===== src/rtl/local_store_pkg.sv =====
// Shared constants and owner tag for the local store arbiter slice.
package local_store_pkg;

  localparam int LS_ADDR_W = 11;
  localparam int LS_DATA_W = 128;

  typedef enum logic [1:0] {
    OWN_NONE = 2'd0,
    OWN_DMA  = 2'd1,
    OWN_LS   = 2'd2,
    OWN_IF   = 2'd3
  } ls_owner_t;

  // A branch flush turns any fetch tag into an empty slot.
  function automatic ls_owner_t scrub_if(input ls_owner_t tag, input logic flush);
    return (flush && (tag == OWN_IF)) ? OWN_NONE : tag;
  endfunction

endpackage


===== src/rtl/ls_owner_pipe.sv =====
// Delay line carrying the owner of each read from command issue to data return.
module ls_owner_pipe
  import local_store_pkg::*;
#(
  parameter int DEPTH = 2
) (
  input  logic      clk_i,
  input  logic      clr_i,
  input  logic      flush_if_i,
  input  ls_owner_t tag_i,
  output ls_owner_t tag_o
);

  ls_owner_t stage_q [DEPTH];

  // Shift owner tags; clear empties the pipe, flush removes every fetch tag.
  always_ff @(posedge clk_i) begin
    if (clr_i) begin
      for (int i = 0; i < DEPTH; i++) begin
        stage_q[i] <= OWN_NONE;
      end
    end else begin
      stage_q[0] <= scrub_if(tag_i, flush_if_i);
      for (int i = 1; i < DEPTH; i++) begin
        stage_q[i] <= scrub_if(stage_q[i-1], flush_if_i);
      end
    end
  end

  assign tag_o = stage_q[DEPTH-1];

endmodule


===== src/rtl/local_store_arbiter.sv =====
// Fixed-priority DMA > LS > IF arbiter for the single-port local store, with a
// DMA burst limit, fetch anti-starvation and per-requester read return.
module local_store_arbiter
  import local_store_pkg::*;
#(
  parameter int ADDR_W    = LS_ADDR_W,
  parameter int DATA_W    = LS_DATA_W,
  parameter int RD_LAT    = 1,
  parameter int DMA_BURST = 8,
  parameter int IF_STARVE = 16
) (
  input  logic              clock_i,
  input  logic              reset_i,
  input  logic              dma_req_i,
  input  logic              dma_we_i,
  input  logic [ADDR_W-1:0] dma_addr_i,
  input  logic [DATA_W-1:0] dma_wdata_i,
  output logic              dma_gnt_o,
  output logic              dma_rvalid_o,
  input  logic              ls_req_i,
  input  logic              ls_we_i,
  input  logic [ADDR_W-1:0] ls_addr_i,
  input  logic [DATA_W-1:0] ls_wdata_i,
  output logic              ls_gnt_o,
  output logic              ls_rvalid_o,
  input  logic              if_req_i,
  input  logic [ADDR_W-1:0] if_addr_i,
  output logic              if_gnt_o,
  output logic              if_rvalid_o,
  input  logic              if_flush_i,
  output logic [DATA_W-1:0] rdata_o,
  output logic              mem_en_o,
  output logic              mem_we_o,
  output logic [ADDR_W-1:0] mem_addr_o,
  output logic [DATA_W-1:0] mem_wdata_o,
  input  logic [DATA_W-1:0] mem_rdata_i
);

  localparam int RUN_W  = $clog2(DMA_BURST + 1);
  localparam int WAIT_W = $clog2(IF_STARVE + 1);
  localparam logic [RUN_W-1:0]  RUN_MAX  = RUN_W'(DMA_BURST);
  localparam logic [WAIT_W-1:0] WAIT_MAX = WAIT_W'(IF_STARVE);

  logic [RUN_W-1:0]  dma_run_q, dma_run_d;
  logic [WAIT_W-1:0] if_wait_q, if_wait_d;
  logic              mem_en_q, mem_en_d;
  logic              mem_we_q, mem_we_d;
  logic [ADDR_W-1:0] mem_addr_q, mem_addr_d;
  logic [DATA_W-1:0] mem_wdata_q, mem_wdata_d;

  ls_owner_t winner;
  ls_owner_t rd_tag;
  ls_owner_t ret_tag;
  logic      if_ok;
  logic      dma_masked;

  // Pick this cycle's winner; a flushed fetch is never eligible.
  always_comb begin
    if_ok      = if_req_i & ~if_flush_i;
    dma_masked = (dma_run_q == RUN_MAX) & (ls_req_i | if_ok);
    winner     = OWN_NONE;
    if (reset_i) begin
      winner = OWN_NONE;
    end else if (if_ok && (if_wait_q == WAIT_MAX)) begin
      winner = OWN_IF;
    end else if (dma_req_i && !dma_masked) begin
      winner = OWN_DMA;
    end else if (ls_req_i) begin
      winner = OWN_LS;
    end else if (if_ok) begin
      winner = OWN_IF;
    end else begin
      winner = OWN_NONE;
    end
  end

  assign dma_gnt_o = (winner == OWN_DMA);
  assign ls_gnt_o  = (winner == OWN_LS);
  assign if_gnt_o  = (winner == OWN_IF);

  // Burst and starvation counters, both saturating.
  always_comb begin
    if (winner == OWN_DMA) begin
      dma_run_d = (dma_run_q == RUN_MAX) ? RUN_MAX : dma_run_q + RUN_W'(1);
    end else begin
      dma_run_d = '0;
    end
    if (!if_req_i || if_flush_i || (winner == OWN_IF)) begin
      if_wait_d = '0;
    end else begin
      if_wait_d = (if_wait_q == WAIT_MAX) ? WAIT_MAX : if_wait_q + WAIT_W'(1);
    end
  end

  // Next memory command; address and data hold their last value when idle.
  always_comb begin
    mem_en_d    = (winner != OWN_NONE);
    mem_we_d    = 1'b0;
    mem_addr_d  = mem_addr_q;
    mem_wdata_d = mem_wdata_q;
    case (winner)
      OWN_DMA: begin
        mem_we_d    = dma_we_i;
        mem_addr_d  = dma_addr_i;
        mem_wdata_d = dma_wdata_i;
      end
      OWN_LS: begin
        mem_we_d    = ls_we_i;
        mem_addr_d  = ls_addr_i;
        mem_wdata_d = ls_wdata_i;
      end
      OWN_IF: begin
        mem_addr_d  = if_addr_i;
      end
      default: begin
        mem_we_d    = 1'b0;
      end
    endcase
    rd_tag = (mem_en_d && !mem_we_d) ? winner : OWN_NONE;
  end

  // Command register and arbitration state.
  always_ff @(posedge clock_i) begin
    if (reset_i) begin
      dma_run_q   <= '0;
      if_wait_q   <= '0;
      mem_en_q    <= 1'b0;
      mem_we_q    <= 1'b0;
      mem_addr_q  <= '0;
      mem_wdata_q <= '0;
    end else begin
      dma_run_q   <= dma_run_d;
      if_wait_q   <= if_wait_d;
      mem_en_q    <= mem_en_d;
      mem_we_q    <= mem_we_d;
      mem_addr_q  <= mem_addr_d;
      mem_wdata_q <= mem_wdata_d;
    end
  end

  ls_owner_pipe #(
    .DEPTH (RD_LAT + 1)
  ) u_owner_pipe (
    .clk_i      (clock_i),
    .clr_i      (reset_i),
    .flush_if_i (if_flush_i),
    .tag_i      (rd_tag),
    .tag_o      (ret_tag)
  );

  // A command still held in the register when reset arrives is never issued.
  assign mem_en_o    = mem_en_q & ~reset_i;
  assign mem_we_o    = mem_we_q & ~reset_i;
  assign mem_addr_o  = mem_addr_q;
  assign mem_wdata_o = mem_wdata_q;

  assign dma_rvalid_o = (ret_tag == OWN_DMA) & ~reset_i;
  assign ls_rvalid_o  = (ret_tag == OWN_LS) & ~reset_i;
  assign if_rvalid_o  = (ret_tag == OWN_IF) & ~reset_i & ~if_flush_i;
  assign rdata_o      = mem_rdata_i;

endmodule


===== config.mk =====
export PLATFORM = sky130hd
export DESIGN_NAME = local_store_arbiter
export DESIGN_NICKNAME = d
export VERILOG_FILES = /design/src/rtl/local_store_pkg.sv /design/src/rtl/ls_owner_pipe.sv /design/src/rtl/local_store_arbiter.sv
export SDC_FILE = /design/constraint.sdc
export NUM_CORES = 1
export LEC_CHECK = 0
export CORE_AREA = 2 2 271 273
export CTS_CLUSTER_SIZE = 28
export DETAILED_ROUTE_END_ITERATION = 10
export DIE_AREA = 0 0 273 275
export HOLD_SLACK_MARGIN = 0.1
export PLACE_DENSITY_LB_ADDON = 0.25
export SYNTH_ARGS = -nofsm -noshare
export SYNTH_HDL_FRONTEND = slang
export SYNTH_SLANG_ARGS = --single-unit

===== constraint.sdc =====
create_clock -name clock_i -period 4.1 [get_ports clock_i]
set_input_delay 0.41 -clock clock_i [delete_from_list [all_inputs] [get_ports clock_i]]
set_output_delay 0.41 -clock clock_i [all_outputs]
set_load 0.02 [all_outputs]

==> summary.md <==
| Metric | Value |
|---|---|
| Outcome | finished, final reports clean |
| CTS root buf | clkbuf_16 |
| Hold Crit Depth | 2 |
| Initial DRC count | 206 |
| Clk_lat worst skew | 470 ps |
| # rows | 99 |
| Die ar. | 75,100 um^2 |
| Cell Area, Synth | 7910 um^2 |
| Reg clk slew, reported paths | 70 ps |
| Min-Delay Startpoint | reset_i |
| Setup CP Type | reg2out |
| CP Capture Type | output port |
| Worst ir drop on vdd | 0.000217 V |
| Mean Syn Cell Area | 9.39 um^2 |
| Syn nets | 1,276 |
| Layout Skew | 9.95 ps |
| Leak pwr | 4.37 nW |
| Data required time of the worst path | 3690 ps |
| Core Footprint | 72,300 um^2 |
| Hold WS | 238 ps |
| Cell taking the most area after synthesis | dfxtp_1 |
| Max_cap viols | 0 |
| CP Launch Type | flip-flop |
| Synthesized flop and latch total | 154 |
| Hold Crit Class | in2reg |
| DRT Wirelength | 30.2 mm |
| Commonest cells post-synth | dfxtp_1, nor2_1, buf_4 |
| Gr usage total | 0.0783 |
| Setup slack, reg-to-reg | 1030 ps |
| PortBufs | 443 |
| Post-Route Setup TNS | 0 ps |
| # diodes | 0 |
| Final hold vios | 0 |
| Clock Path Buffers | 2 |
| Post-synth ARST share | 0 |
| Min-Delay Endpoint | u_owner_pipe.stage_q[0][2] |
| GR Util met3 | 0.0373 |
| WP data arrival | 3160 ps |
| Total CTS buffers | 17 |
| Vias in the first global route | 6,956 |
| Post-CTS Resized | 0 |
| Post-synth EDFFs | 0 |
| Setup violations, final | 0 |
| Final HPWL from detailed placement | 22.9 mm |
| Width of the die | 273 um |
| Synth Warn # | 0 |
| Max FO, Critical Path | 21 |
| Overall die height | 275 um |
| Slew Viols, Final | 0 |
| Time the worst path needs with I/O delays and setup | 3570 ps |
| Initial antenna violation count | 0 |
| Total gr overflow | 0 |
| Fin area | 13,100 um^2 |
| FF-to-FF path depth | 9 |
| Compound-cell area share of the yosys netlist | 0.152 |
| CTS tree | done |
| Adder-cell area share of the yosys netlist | 0.0142 |
| Power Density | 365 nW/um^2 |
| GRT busiest layer | met2 |
| M2 GR Usage | 0.128 |
| Post-Synth Simple-Gate Area | 0.0925 |
| Vias per cell | 3.28 |
| Largest net degree at the start of global routing | 89 |
| # DRC | 0 |
| Drt pass-1 iters | 4 |
| Syn Inst Count | 842 |
| RSZ-0062 raised after global routing | false |
| Post-CTS Setup Repair Bufs | 0 |
| Initial core utilization | 0.109 |
| Largest family of logic cells by synthesized area | buffers and inverters |
| Fmax | 280 MHz |
| Util after Layout | 0.181 |
| Filler cell count | 8,015 |
| Final Power | 0.00478 W |
| Clock sinks | 154 |
| Synth area leaders | dfxtp_1, mux2i_1, buf_4 |
| H-tree depth | 4 |
| Via count | 6,921 |
| Final net count | 1,572 |
| Cell variety after synth | 30 |
| Post-Synth XOR/XNOR Area | 0.00554 |
| Ports | 700 |
| Seq/Total Area, Yosys | 0.390 |
| Ratio of cells with drive above 1 in the final layout | 0.0591 |
| Routed Antenna Nets | 0 |
| Slew @ Worst Pin | 972 ps |
| First-pass GRT wire length | 43.3 mm |
| Post-synth top flop | dfxtp_1 |
| Hold_buf cts | 0 |
| Met1 Usage GRT | 0.0836 |
| Share of the synthesized area in the top cell type | 0.390 |
| Max-slew headroom | 0.352 |
| Most frequent cell after synthesis | dfxtp_1 |
| Reg-to-Reg End | mem_wdata_o[124] |
| Area Overhead vs Synth | 65.5% |
| Mux cell area share after synthesis | 0.162 |
| Wire length per cell | 14.3 um |
| FF-to-FF Start | if_wait_q[0] |
| Final period util | 0.870 |
| Final GP Congestion | 0.721 |
| DP Area | 12,500 um^2 |
==> flip-flops by register name (all words and copies together), names as in the netlist <==
register	flops
if_wait_q	5
mem_wdata_o	128
dma_run_q	4
mem_en_q	1
u_owner_pipe.stage_q	4
mem_addr_o	11
mem_we_q	1
==> worst max path at each step <==
stage / start / endpoint / cells past startpoint
after floorplan: if_wait_q[0] / mem_wdata_o[0] / 11
after global placement: if_flush_i / ls_gnt_o / 7
after detailed placement: if_flush_i / ls_gnt_o / 6
after CTS: if_wait_q[0] / ls_gnt_o / 7
after global routing: if_wait_q[0] / ls_gnt_o / 7
final: if_wait_q[0] / ls_gnt_o / 7
==> final cells by class <==
class | instances | area, um^2 | area share
Timing Repair Buffer | 471 | 4720 | 0.360
Multi-Input combinational cell | 474 | 3400 | 0.260
Sequential cell | 154 | 3080 | 0.235
Tap cell | 959 | 1200 | 0.0917
Clock buffer | 17 | 425 | 0.0325
Clock inverter | 14 | 193 | 0.0147
Inverter | 20 | 75.1 | 0.00573
==> worst max-delay path, stage by stage (launching register included) <==
cell and delay [ps]:
dfxtp_1 370, inv_1 60, ha_1 190, and4bb_1 240, a221oi_1 420, or2_2 260, ha_4 440, clkdlybuf4s50_1 700
==> routing by layer <==
layer / wire length [um] / up-vias
met1: 11800 / 3096
met2: 14400 / 324
met5: 0 / -
met3: 2970 / 69
met4: 1100 / 0
li1: - / 3432
==> power breakdown <==
part	total [W]	internal [W]	leakage [nW]	switching, W
clock	0.00176	0.00102	0.296	0.000743
combinational	0.00130	0.000696	2.80	0.000599
sequential	0.00173	0.00165	1.27	0.0000792
total	0.00478	0.00336	4.37	0.00142
==> cell families (layout without fill, tap and decap cells) <==
| family | after synthesis | count (layout) |
|---|---|---|
| muxes | 128 | 128 |
| adders and majority gates | 9 | 9 |
| and+or+nand+nor | 176 | 176 |
| AOI/OAI and AO/OA | 156 | 156 |
| buffers and inverters | 214 | 522 |
| xor gates and xnor gates | 5 | 5 |
| DFF | 154 | 154 |
==> metrics by stage <==
step | setup slack (ps) | std cells
floorplan | 1600 | 842
global placement | 637 | 2078
detailed placement | 615 | 2078
CTS | 424 | 2109
global route | 332 | 2109
finish | 533 | 2109
==> placed cells by master (no fill, tap or decap), types with 6 or more instances in the layout <==
cell / count
mux2i_1: 128
dfxtp_1: 154
nor2_1: 143
a221oi_1: 23
ha_1: 7
buf_12: 6
a211oi_1: 130
buf_4: 23
nand2_1: 14
clkbuf_16: 17
clkdlybuf4s50_1: 442
inv_1: 20
Power figures use the tool's default switching activity.
